===== src/rtl/bure_mem_arbiter.sv =====
// Bure pipeline memory arbiter: serialises fetch and data requests onto a single
// memory port, one outstanding transaction, with fetch anti-starvation and a response timeout.
module bure_mem_arbiter #(
  parameter int DATA_WIDTH     = 32,
  parameter int ADDR_WIDTH     = 32,
  parameter int STARVE_LIMIT   = 4,
  parameter int TIMEOUT_CYCLES = 64
) (
  input  logic                    i_clk,
  input  logic                    i_rst,
  input  logic                    i_ireq_valid,
  output logic                    o_ireq_ready,
  input  logic [ADDR_WIDTH-1:0]   i_ireq_addr,
  output logic                    o_irsp_valid,
  output logic [DATA_WIDTH-1:0]   o_irsp_rdata,
  output logic                    o_irsp_err,
  input  logic                    i_dreq_valid,
  output logic                    o_dreq_ready,
  input  logic [ADDR_WIDTH-1:0]   i_dreq_addr,
  input  logic                    i_dreq_we,
  input  logic [DATA_WIDTH/8-1:0] i_dreq_be,
  input  logic [DATA_WIDTH-1:0]   i_dreq_wdata,
  output logic                    o_drsp_valid,
  output logic [DATA_WIDTH-1:0]   o_drsp_rdata,
  output logic                    o_drsp_err,
  output logic                    o_mreq_valid,
  input  logic                    i_mreq_ready,
  output logic [ADDR_WIDTH-1:0]   o_mreq_addr,
  output logic                    o_mreq_we,
  output logic [DATA_WIDTH/8-1:0] o_mreq_be,
  output logic [DATA_WIDTH-1:0]   o_mreq_wdata,
  input  logic                    i_mrsp_valid,
  input  logic [DATA_WIDTH-1:0]   i_mrsp_rdata,
  input  logic                    i_mrsp_err,
  output logic                    o_busy
);
  localparam int          BE_WIDTH   = DATA_WIDTH / 8;
  localparam logic [7:0]  STARVE_LIM = 8'(STARVE_LIMIT);
  localparam logic [15:0] TMO_LAST   = 16'(TIMEOUT_CYCLES - 1);

  typedef enum logic [1:0] {ST_IDLE, ST_REQ, ST_WAIT} state_e;

  state_e                state_q, state_d;
  logic [7:0]            starve_cnt_q, starve_cnt_d;
  logic [15:0]           tmo_cnt_q, tmo_cnt_d;
  logic                  owner_data_q, owner_data_d;
  logic [ADDR_WIDTH-1:0] mreq_addr_q, mreq_addr_d;
  logic                  mreq_we_q, mreq_we_d;
  logic [BE_WIDTH-1:0]   mreq_be_q, mreq_be_d;
  logic [DATA_WIDTH-1:0] mreq_wdata_q, mreq_wdata_d;
  logic                  irsp_valid_q, irsp_valid_d, irsp_err_q, irsp_err_d;
  logic [DATA_WIDTH-1:0] irsp_rdata_q, irsp_rdata_d;
  logic                  drsp_valid_q, drsp_valid_d, drsp_err_q, drsp_err_d;
  logic [DATA_WIDTH-1:0] drsp_rdata_q, drsp_rdata_d;
  logic                  grant_i, grant_d;

  // Data wins until it has taken STARVE_LIMIT grants in a row over a waiting fetch.
  always_comb begin
    grant_i = 1'b0;
    grant_d = 1'b0;
    if (state_q == ST_IDLE && !i_rst) begin
      if (i_dreq_valid && starve_cnt_q < STARVE_LIM) grant_d = 1'b1;
      else if (i_ireq_valid)                         grant_i = 1'b1;
      else if (i_dreq_valid)                         grant_d = 1'b1;
    end
  end

  always_comb begin
    // NOTE: every signal written here gets a default first, so no path through the
    // case can leave one unassigned and infer a latch.
    state_d      = state_q;
    starve_cnt_d = starve_cnt_q;
    tmo_cnt_d    = tmo_cnt_q;
    owner_data_d = owner_data_q;
    mreq_addr_d  = mreq_addr_q;
    mreq_we_d    = mreq_we_q;
    mreq_be_d    = mreq_be_q;
    mreq_wdata_d = mreq_wdata_q;
    irsp_valid_d = 1'b0;
    irsp_err_d   = 1'b0;
    irsp_rdata_d = '0;
    drsp_valid_d = 1'b0;
    drsp_err_d   = 1'b0;
    drsp_rdata_d = '0;

    case (state_q)
      ST_IDLE: begin
        if (grant_d) begin
          state_d      = ST_REQ;
          owner_data_d = 1'b1;
          mreq_addr_d  = i_dreq_addr;
          mreq_we_d    = i_dreq_we;
          mreq_be_d    = i_dreq_be;
          mreq_wdata_d = i_dreq_wdata;
          if (i_ireq_valid && starve_cnt_q != 8'hFF) starve_cnt_d = starve_cnt_q + 8'd1;
        end else if (grant_i) begin
          state_d      = ST_REQ;
          owner_data_d = 1'b0;
          mreq_addr_d  = i_ireq_addr;
          mreq_we_d    = 1'b0;
          mreq_be_d    = '1;
          mreq_wdata_d = '0;
          starve_cnt_d = 8'd0;
        end
      end
      ST_REQ: begin
        if (i_mreq_ready) begin
          state_d   = ST_WAIT;
          tmo_cnt_d = '0;
        end
      end
      ST_WAIT: begin
        tmo_cnt_d = tmo_cnt_q + 16'd1;
        // A real response on the terminal-count cycle takes precedence over the timeout.
        if (i_mrsp_valid || tmo_cnt_q == TMO_LAST) begin
          state_d = ST_IDLE;
          if (owner_data_q) begin
            drsp_valid_d = 1'b1;
            drsp_rdata_d = i_mrsp_valid ? i_mrsp_rdata : '0;
            drsp_err_d   = i_mrsp_valid ? i_mrsp_err : 1'b1;
          end else begin
            irsp_valid_d = 1'b1;
            irsp_rdata_d = i_mrsp_valid ? i_mrsp_rdata : '0;
            irsp_err_d   = i_mrsp_valid ? i_mrsp_err : 1'b1;
          end
        end
      end
      default: state_d = ST_IDLE;
    endcase
  end

  // NOTE: state registers use non-blocking assignments so every flop samples the
  // pre-edge values no matter how the statements are ordered.
  always_ff @(posedge i_clk or posedge i_rst) begin
    if (i_rst) begin
      state_q      <= ST_IDLE;
      starve_cnt_q <= '0;
      tmo_cnt_q    <= '0;
      owner_data_q <= 1'b0;
      mreq_addr_q  <= '0;
      mreq_we_q    <= 1'b0;
      mreq_be_q    <= '0;
      mreq_wdata_q <= '0;
      irsp_valid_q <= 1'b0;
      irsp_err_q   <= 1'b0;
      irsp_rdata_q <= '0;
      drsp_valid_q <= 1'b0;
      drsp_err_q   <= 1'b0;
      drsp_rdata_q <= '0;
    end else begin
      state_q      <= state_d;
      starve_cnt_q <= starve_cnt_d;
      tmo_cnt_q    <= tmo_cnt_d;
      owner_data_q <= owner_data_d;
      mreq_addr_q  <= mreq_addr_d;
      mreq_we_q    <= mreq_we_d;
      mreq_be_q    <= mreq_be_d;
      mreq_wdata_q <= mreq_wdata_d;
      irsp_valid_q <= irsp_valid_d;
      irsp_err_q   <= irsp_err_d;
      irsp_rdata_q <= irsp_rdata_d;
      drsp_valid_q <= drsp_valid_d;
      drsp_err_q   <= drsp_err_d;
      drsp_rdata_q <= drsp_rdata_d;
    end
  end

  assign o_ireq_ready = grant_i;
  assign o_dreq_ready = grant_d;
  assign o_mreq_valid = (state_q == ST_REQ);
  assign o_mreq_addr  = mreq_addr_q;
  assign o_mreq_we    = mreq_we_q;
  assign o_mreq_be    = mreq_be_q;
  assign o_mreq_wdata = mreq_wdata_q;
  assign o_irsp_valid = irsp_valid_q;
  assign o_irsp_rdata = irsp_rdata_q;
  assign o_irsp_err   = irsp_err_q;
  assign o_drsp_valid = drsp_valid_q;
  assign o_drsp_rdata = drsp_rdata_q;
  assign o_drsp_err   = drsp_err_q;
  assign o_busy       = (state_q != ST_IDLE);

endmodule


===== config.mk =====
export PLATFORM = sky130hd
export DESIGN_NAME = bure_mem_arbiter
export DESIGN_NICKNAME = d
export VERILOG_FILES = /design/src/rtl/bure_mem_arbiter.sv
export SDC_FILE = /design/constraint.sdc
export NUM_CORES = 1
export LEC_CHECK = 0
export CAP_MARGIN = 30
export CORE_AREA = 2 2 133 135
export DETAILED_ROUTE_END_ITERATION = 16
export DIE_AREA = 0 0 135 137
export PLACE_DENSITY = 0.73
export SYNTH_ARGS = -nofsm -noshare
export SYNTH_HDL_FRONTEND = slang
export SYNTH_SLANG_ARGS = --single-unit

===== constraint.sdc =====
create_clock -name i_clk -period 5.93 [get_ports i_clk]
set_input_delay 1.186 -clock i_clk [delete_from_list [all_inputs] [get_ports i_clk]]
set_output_delay 1.186 -clock i_clk [all_outputs]
set_load 0.02 [all_outputs]

== Word level (Yosys, flattened, before mapping) ==
Cells that the tools add are included.
Word-level totals
  register bits: 164
  output and inout port bits: 141
  word-level logic and storage cells: 84
Cells by class
  add/sub/neg operators: 2
  magnitude comparators: 1
  eq/ne operators: 8
  multiplexer cells: 46
  reductions and logical operators: 13
Operator list (number)
  32-bit two-way mux: 11
  16-bit case mux with 2 select lines: 1
  8-bit two-way mux: 3
  1-bit two-way mux: 23
  16-bit by 1-bit adder with 16-bit output, second input constant: 1
  16-bit by 6-bit equality test with 1-bit output, second input constant: 1
  16-bit two-way mux: 1
  8-bit by 1-bit adder with 8-bit output, second input constant: 1
  8-bit by 3-bit < comparator with 1-bit output, second input constant: 1
  2-bit two-way mux: 4
  4-bit two-way mux: 2
  8-bit inequality test, second input constant: 1
  2-bit case mux with 3 select lines: 1
  3-bit AND reduction: 2
  2-bit nonzero test: 3
  2-bit by 1-bit inequality test with 1-bit output, second input constant: 2
  2-bit AND reduction: 2
  1-bit logical AND: 3
  3-bit inequality test, second input constant: 1
  2-bit by 1-bit equality test with 1-bit output, second input constant: 1
  2-bit equality test, second input constant: 1
  2-bit zero test: 1
  2-bit inequality test, second input constant: 1
  1-bit zero test: 1
  1-bit logical OR: 1

== Logic depth before layout (Yosys ltp) ==
Gate-level depths: netlist of the first run.
  depth after elaboration: 7
  depth in mapped cells: 7
  mapped depth without buffers: 5

== Least setup slack after synthesis of the first run ==
OpenSTA, ideal clock, no wires.
  path kind: input to output
  from: input i_dreq_valid
  to: output o_dreq_ready
  data arrival time: 2.111 ns
  required time: 4.744 ns
  setup slack: 2.633 ns
  stages: 6
  buffers on the path: 2
  cells stage by stage: nor3b_1 -> a21o_1 -> buf_4 -> nand2_2 -> inv_2 -> buf_4
On the way
  word-level cells in the longest chain between the ends: 4
  elaborated cells between the ends (all ways): 5
  those cells by class: mux (4); reduce/logical (1)
Ends and longest elaborated chain
  from (decl): RTL line 17  | input logic i_dreq_valid,
  1-bit two-way mux: RTL line 64  | else if (i_dreq_valid) grant_d = 1'b1;
  1-bit two-way mux: RTL line 63  | else if (i_ireq_valid) grant_i = 1'b1;
  1-bit two-way mux (*): RTL line 62  | if (i_dreq_valid && starve_cnt_q < STARVE_LIM) grant_d = 1'b1;
  1-bit two-way mux (*): RTL line 61  | if (state_q == ST_IDLE && !i_rst) begin
  to (decl): RTL line 18  | output logic o_dreq_ready,
Mark *: on every way between the ends. The rest lies on a longest branch, timed or not.

== Worst setup path in the final report of the first run ==
  from: input i_ireq_valid
  to: output o_ireq_ready
On the way
  word-level cells in the longest chain between the ends: 3
Ends and longest elaborated chain
  from (decl): RTL line 11  | input logic i_ireq_valid,
  1-bit two-way mux: RTL line 63
  1-bit two-way mux: RTL line 62
  1-bit two-way mux: RTL line 61
  to (decl): RTL line 12  | output logic o_ireq_ready,
No other way between the ends.

==> flow_summary.json, run 1 <==
{
  "critPathLaunch": "i_ireq_valid",
  "yosysTopAreaCell": "dfrtp_1",
  "p_seq_share_pct": 37.4,
  "pwr-share-comb_pct": 36.7,
  "synth_flop_cell": "dfrtp_1",
  "r2r-end": "tmo_cnt_q[12]",
  "diodes": 0,
  "synthArstFlopShare_pct": 100,
  "syn2layout_area_growth_pct": 56.1,
  "syn_nets": 730,
  "finClkSkew_ns": 0.0115,
  "row_count": 48,
  "crit_arrival_ns": 3.37,
  "switching_share_pct": 34.3,
  "cts_tree": "yes",
  "clkTransAtPathRegs_ns": 0.07,
  "drv_cap": 0,
  "cp_cell_sequence": "clkdlybuf4s50_1, nor4b_2, a21bo_2, inv_1, clkdlybuf4s50_1",
  "viasPerCell": 4.89,
  "p_leak_nw": 4.32,
  "regToRegSetupSlack_ns": 3.75,
  "min_path_type": "flop to flop",
  "period_share_pct": 76.8,
  "layout_common_cells": "280 x clkdlybuf4s50_1, 164 x dfrtp_1, 111 x nor2_1, 78 x nand2_1, 72 x a21oi_1",
  "critPathRequiredTime_ns": 4.74,
  "path_class": "input pin to output port",
  "clk_latency_ns": 0.42,
  "synth_edf_count": 0,
  "drtIter0Drc": 299,
  "wl_met2_um": 8870,
  "dr_total_vias": 5354,
  "core_area_sq_um": 17100,
  "startpoint_type": "input pin",
  "ys_top_cells_by_area": "dfrtp_1 65%, nor2_1 6.6%, a21oi_1 5.8%",
  "final.setup.tns_ns": 0,
  "fin_crit_ns": 4.56,
  "p_clk_share_pct": 25.9,
  "grt_max_degree": 85,
  "synth.distinct_cells": 49,
  "gp_congestion": 0.769,
  "cts_max_level": 4,
  "final_antenna_net_count": 0,
  "cts.repair_timing.setup_buffer_count": 0,
  "synth.avg_cell_area_sq_um": 10.8,
  "io_pins": 281,
  "wire_per_inst_um": 16.8,
  "slowest_stage": "clkdlybuf4s50_1",
  "reg2reg_depth": 4,
  "slew_viol_final": 0,
  "yosys_warnings": 0,
  "rsz0062_at_grt": "false",
  "wl_met1_um": 7300,
  "tightest_slew_ns": 0.755,
  "max_stage_delay_ns": 0.64,
  "wl_met3_um": 2010,
  "start_util_pct": 37.2,
  "grt_pass1_wl_um": 28400,
  "crit_fanout": 7,
  "crit_top_cell": "clkdlybuf4s50_1",
  "routed_wl_um": 18400,
  "ir_drop_mv": 0.190,
  "antenna_found_initial": 0,
  "relSlewSlack_pct": 49.7,
  "power_density_nw_per_um2": 417,
  "nets": 1000,
  "r2r-start": "state_q[0]",
  "globalRouteTotalUtil_pct": 19.8,
  "finalHoldViolCount": 0,
  "fin_util_pct": 58.1,
  "timing.fmax_mhz": 219,
  "dieArea_sq_um": 18500,
  "clkSinkCount": 164,
  "seq_area_frac_synth_pct": 64.7,
  "clk_path_buf_depth": 2,
  "layout_commonest_cell": "clkdlybuf4s50_1",
  "cts_buffers": 17,
  "post-dp-hpwl_um": 12800,
  "switching_power_mw": 1.42,
  "portBuffers": 280,
  "die_h_um": 137,
  "overflow": 0,
  "firstDrtPassIters": 4,
  "grt_pass1_vias": 5290,
  "worst-path-stages": 5,
  "synth-seq-cells": 164,
  "status": "finished, final reports clean",
  "crit_buf_inv": 3,
  "ctsResizeCount": 0,
  "drive_above_1_share_pct": 6.43,
  "p_int_mw": 2.72,
  "end_kind": "output port",
  "synth_cells": 588,
  "finalSetupViolations": 0,
  "postCtsHoldBufs": 0,
  "drcViolationCount": 0,
  "syn-cell-area_sq_um": 6340,
  "die_w_um": 135,
  "root_buffer": "clkbuf_16",
  "crit_path_end": "o_ireq_ready",
  "hold_depth": 1,
  "topRoutingLayerUsed": "met4",
  "synth_top_area_share_pct": 64.7,
  "cp_top_family": "buffers and inverters"
}
==> worst min-delay path by stage <==
stage,start,endpoint
6_report,o_mreq_be[0],o_mreq_be[0]
2_1_floorplan,owner_data_q,owner_data_q
3_3_place_gp,o_mreq_be[0],o_mreq_be[0]
5_1_grt,o_mreq_be[0],o_mreq_be[0]
3_5_place_dp,o_mreq_be[0],o_mreq_be[0]
4_1_cts,o_mreq_be[0],o_mreq_be[0]
==> area by class of cell <==
| class | instances | area, sq um |
|---|---|---|
| fillers | 1506 | 7150 |
| flip-flops and latches | 164 | 4100 |
| repair buffers | 290 | 2880 |
| multi-input cells | 380 | 2040 |
| clock buffers | 19 | 453 |
| well taps | 225 | 282 |
| clock inverters | 13 | 123 |
| inverters | 5 | 23.8 |
==> cells in the mapped netlist (all sizes together) (4+ instances only) <==
cell	number
o31ai	5
nand4	5
clkbuf	19
o21ai	4
buf	20
xnor2	5
dfrtp	164
nand3	5
a21oi	73
inv	5
nand2	79
o22a	4
nor2	111
a22o	33
nor3	7
nor2b	6
a21o	4
or4	5
==> worst reg2reg max path, cell delays in order (launching register included) <==
cell	delay, ns
dfrtp_1	0.57
and3b_1	0.70
o21ai_2	0.14
or4_1	0.53
a21oi_1	0.17
==> registers in the layout, summed over array words and instances (netlist names), 2 cells and up <==
name,cells
o_drsp_rdata,32
o_irsp_rdata,32
o_mreq_addr,32
o_mreq_wdata,32
tmo_cnt_q,16
starve_cnt_q,8
o_mreq_be,4
state_q,2
==> cell families (layout without fill, tap and decap cells) <==
logic type | count (synthesis) | after routing | share of synthesized area [%]
adders and majority gates | 2 | 2 | 0.394
AOI/OAI and AO/OA | 136 | 136 | 14.0
buffers and inverters | 44 | 327 | 3.35
and+or+nand+nor | 234 | 234 | 16.4
xor gates and xnor gates | 8 | 8 | 1.10
DFF | 164 | 164 | 64.7
==> power by group through the flow <==
stage	Clock, mW	Combinational [mW]	Sequential (mW)
floorplan	0	0.490	1.85
global placement	0	1.52	1.56
detailed placement	0	1.53	1.56
CTS	1.10	1.54	1.54
global route	1.15	1.63	1.58
finish	1.07	1.52	1.54
==> routing by layer <==
metal / vias to the layer above / global-route usage (%)
met5: - / 0
li1: 2538 / -
met1: 2584 / 24.1
met2: 215 / 32.0
met3: 17 / 9.30
met4: 0 / 5.03
==> stage by stage <==
stage                     hold WS (ns)  setup WS (ns)  power, mW  std cells  cell area (sq um)
after global placement           0.474           1.43       3.07       1064               9330
after CTS                        0.495           1.39       4.18       1096               9900
after global routing             0.505           1.21       4.35       1096               9900
final                            0.490           1.37       4.13       1096               9900
after detailed placement         0.480           1.40       3.09       1064               9330
after floorplan                  0.457          0.311       2.34        588               6340
No activity file was read; power rests on OpenSTA's default activity.
==> run 2: changes to the inputs <==
--- a/config.mk
+++ b/config.mk
@@ -6,10 +6,10 @@
 export NUM_CORES = 1
 export LEC_CHECK = 0
 export CAP_MARGIN = 30
-export CORE_AREA = 2 2 133 135
+export CORE_AREA = 2 2 126 128
 export DETAILED_ROUTE_END_ITERATION = 16
-export DIE_AREA = 0 0 135 137
-export PLACE_DENSITY = 0.73
+export DIE_AREA = 0 0 128 130
+export PLACE_DENSITY = 0.78
 export SYNTH_ARGS = -nofsm -noshare
 export SYNTH_HDL_FRONTEND = slang
 export SYNTH_SLANG_ARGS = --single-unit
==> constraint.sdc (replaced) <==
create_clock -name i_clk -period 4.59 [get_ports i_clk]
set_input_delay 0.918 -clock i_clk [delete_from_list [all_inputs] [get_ports i_clk]]
set_output_delay 0.918 -clock i_clk [all_outputs]
set_load 0.02 [all_outputs]
==> flow_summary.json, run 2 (synthesis gave the netlist of run 1 again) <==
{
  "r2r-end": "tmo_cnt_q[12]",
  "hold_depth": 1,
  "rsz0062_at_grt": "false",
  "cts_max_level": 4,
  "die_h_um": 130,
  "p_int_mw": 3.61,
  "syn2layout_area_growth_pct": 57.1,
  "postCtsHoldBufs": 0,
  "die_w_um": 128,
  "timing.fmax_mhz": 254,
  "fin_cells": 1066,
  "portBuffers": 280,
  "post-dp-hpwl_um": 12700,
  "r2r-start": "state_q[0]",
  "p_seq_share_pct": 36.9,
  "gp_congestion": 0.777,
  "grt_pass1_wl_um": 27100,
  "clkTransAtPathRegs_ns": 0.06,
  "clk_path_buf_depth": 2,
  "finClkSkew_ns": 0.00915,
  "status": "finished, final reports clean",
  "grt_pass1_vias": 5163,
  "core_area_sq_um": 15400,
  "cts.repair_timing.setup_buffer_count": 0,
  "end_kind": "output port",
  "fill_cells": 1230,
  "row_count": 46,
  "dpl.cell_count": 1034,
  "drive_above_1_share_pct": 6.75,
  "crit_arrival_ns": 3.02,
  "layout_commonest_cell": "clkdlybuf4s50_1",
  "io_pins": 281,
  "path_class": "input pin to output port",
  "cts_buffers": 17,
  "clk_latency_ns": 0.42,
  "power_density_nw_per_um2": 546,
  "dieArea_sq_um": 16600,
  "clkSinkCount": 164,
  "fin_crit_ns": 3.93,
  "nets": 1003,
  "period_share_pct": 85.7,
  "layout_common_cells": "280 x clkdlybuf4s50_1, 164 x dfrtp_1, 111 x nor2_1, 78 x nand2_1, 72 x a21oi_1",
  "worstHoldStart": "o_mreq_be[3]",
  "dr_total_vias": 5401,
  "p_leak_nw": 4.36,
  "viasPerCell": 5.07,
  "start_util_pct": 41.1,
  "wire_per_inst_um": 16.9,
  "reg2reg_depth": 4,
  "root_buffer": "clkbuf_16",
  "final_antenna_net_count": 0,
  "whs_endpoint": "o_mreq_be[3]",
  "drcViolationCount": 0,
  "switching_share_pct": 33.7,
  "firstDrtPassIters": 4,
  "p_clk_share_pct": 27.1,
  "finalSetupViolations": 0,
  "diodes": 0,
  "finalHoldViolCount": 0,
  "ctsResizeCount": 0,
  "globalRouteTotalUtil_pct": 21.0,
  "switching_power_mw": 1.83,
  "antenna_found_initial": 0,
  "cts_tree": "yes",
  "drv_cap": 0,
  "ir_drop_mv": 0.247,
  "relSlewSlack_pct": 48.4,
  "regToRegSetupSlack_ns": 2.45,
  "overflow": 0,
  "routed_wl_um": 18000,
  "final.setup.tns_ns": 0,
  "crit_fanout": 6,
  "grt_max_degree": 70,
  "slew_viol_final": 0,
  "drtIter0Drc": 276,
  "tightest_slew_ns": 0.772,
  "critPathRequiredTime_ns": 3.67,
  "startpoint_type": "input pin",
  "dp_slack_ns": 0.722,
  "min_path_type": "flop to flop",
  "pwr-share-comb_pct": 36.1,
  "finalWorstSetupSlack_ns": 0.656
}
run 2: cell count changes in the layout (fill, tap and decap cells not counted), sizes merged:
cell	change
clkinv	-2
buf	+3
clkbuf	-1
inv	-1
clkinvlp	+2
bufinv	+2
run 2: per-stage QoR:
stage	area, sq um	hold slack, ns	power [mW]	utilization (%)
floorplan	6350	0.457	3.02	-
global placement	9290	0.475	3.96	60.2
detailed placement	9350	0.478	4.00	60.6
CTS	9960	0.495	5.50	64.6
global route	9960	0.510	5.71	64.6
finish	9960	0.486	5.44	64.6
run 2: critical path: stages:
cell	delay, ns
clkdlybuf4s50_1	0.59
nor3b_1	0.43
a21o_1	0.22
nand2_2	0.12
inv_2	0.10
clkdlybuf4s50_1	0.63
run 2: worst max path at each step:
stage	cells after the start	from	slack, ns	end
global route	6	i_dreq_valid	0.56	o_dreq_ready
global placement	6	i_dreq_valid	0.74	o_dreq_ready
CTS	6	i_dreq_valid	0.65	o_dreq_ready
floorplan	1	i_rst	1.59	o_drsp_err
finish	6	i_dreq_valid	0.66	o_dreq_ready
detailed placement	6	i_dreq_valid	0.72	o_dreq_ready
run 2: area by class of cell:
type                       instances  area (sq um)  share of cell area (%)
sequential                       164          4100                    41.2
timing repair buffer             293          2940                    29.5
multi-input combinational        380          2040                    20.5
clock buffer                      18           439                    4.41
tap                              192           240                    2.41
clock inverter                    14           174                    1.75
inverter                           5          22.5                   0.226
run 2: power groups by stage:
stage | sequential [mW] | combinational, mW | clock [mW]
6_report | 2.01 | 1.96 | 1.47
5_1_grt | 2.04 | 2.10 | 1.57
4_1_cts | 2.00 | 1.99 | 1.50
3_5_place_dp | 2.03 | 1.98 | 0
3_3_place_gp | 2.01 | 1.95 | 0
2_1_floorplan | 2.38 | 0.634 | 0
run 2: per-layer routing:
metal  vias to the layer above  GRT usage [%]  part of all wire, %
met3                        21           9.51                  9.7
met4                         0           5.24                  1.5
met1                      2632           23.9                   38
met5                         -              0                    0
met2                       204           36.4                   50
li1                       2544              -                    -
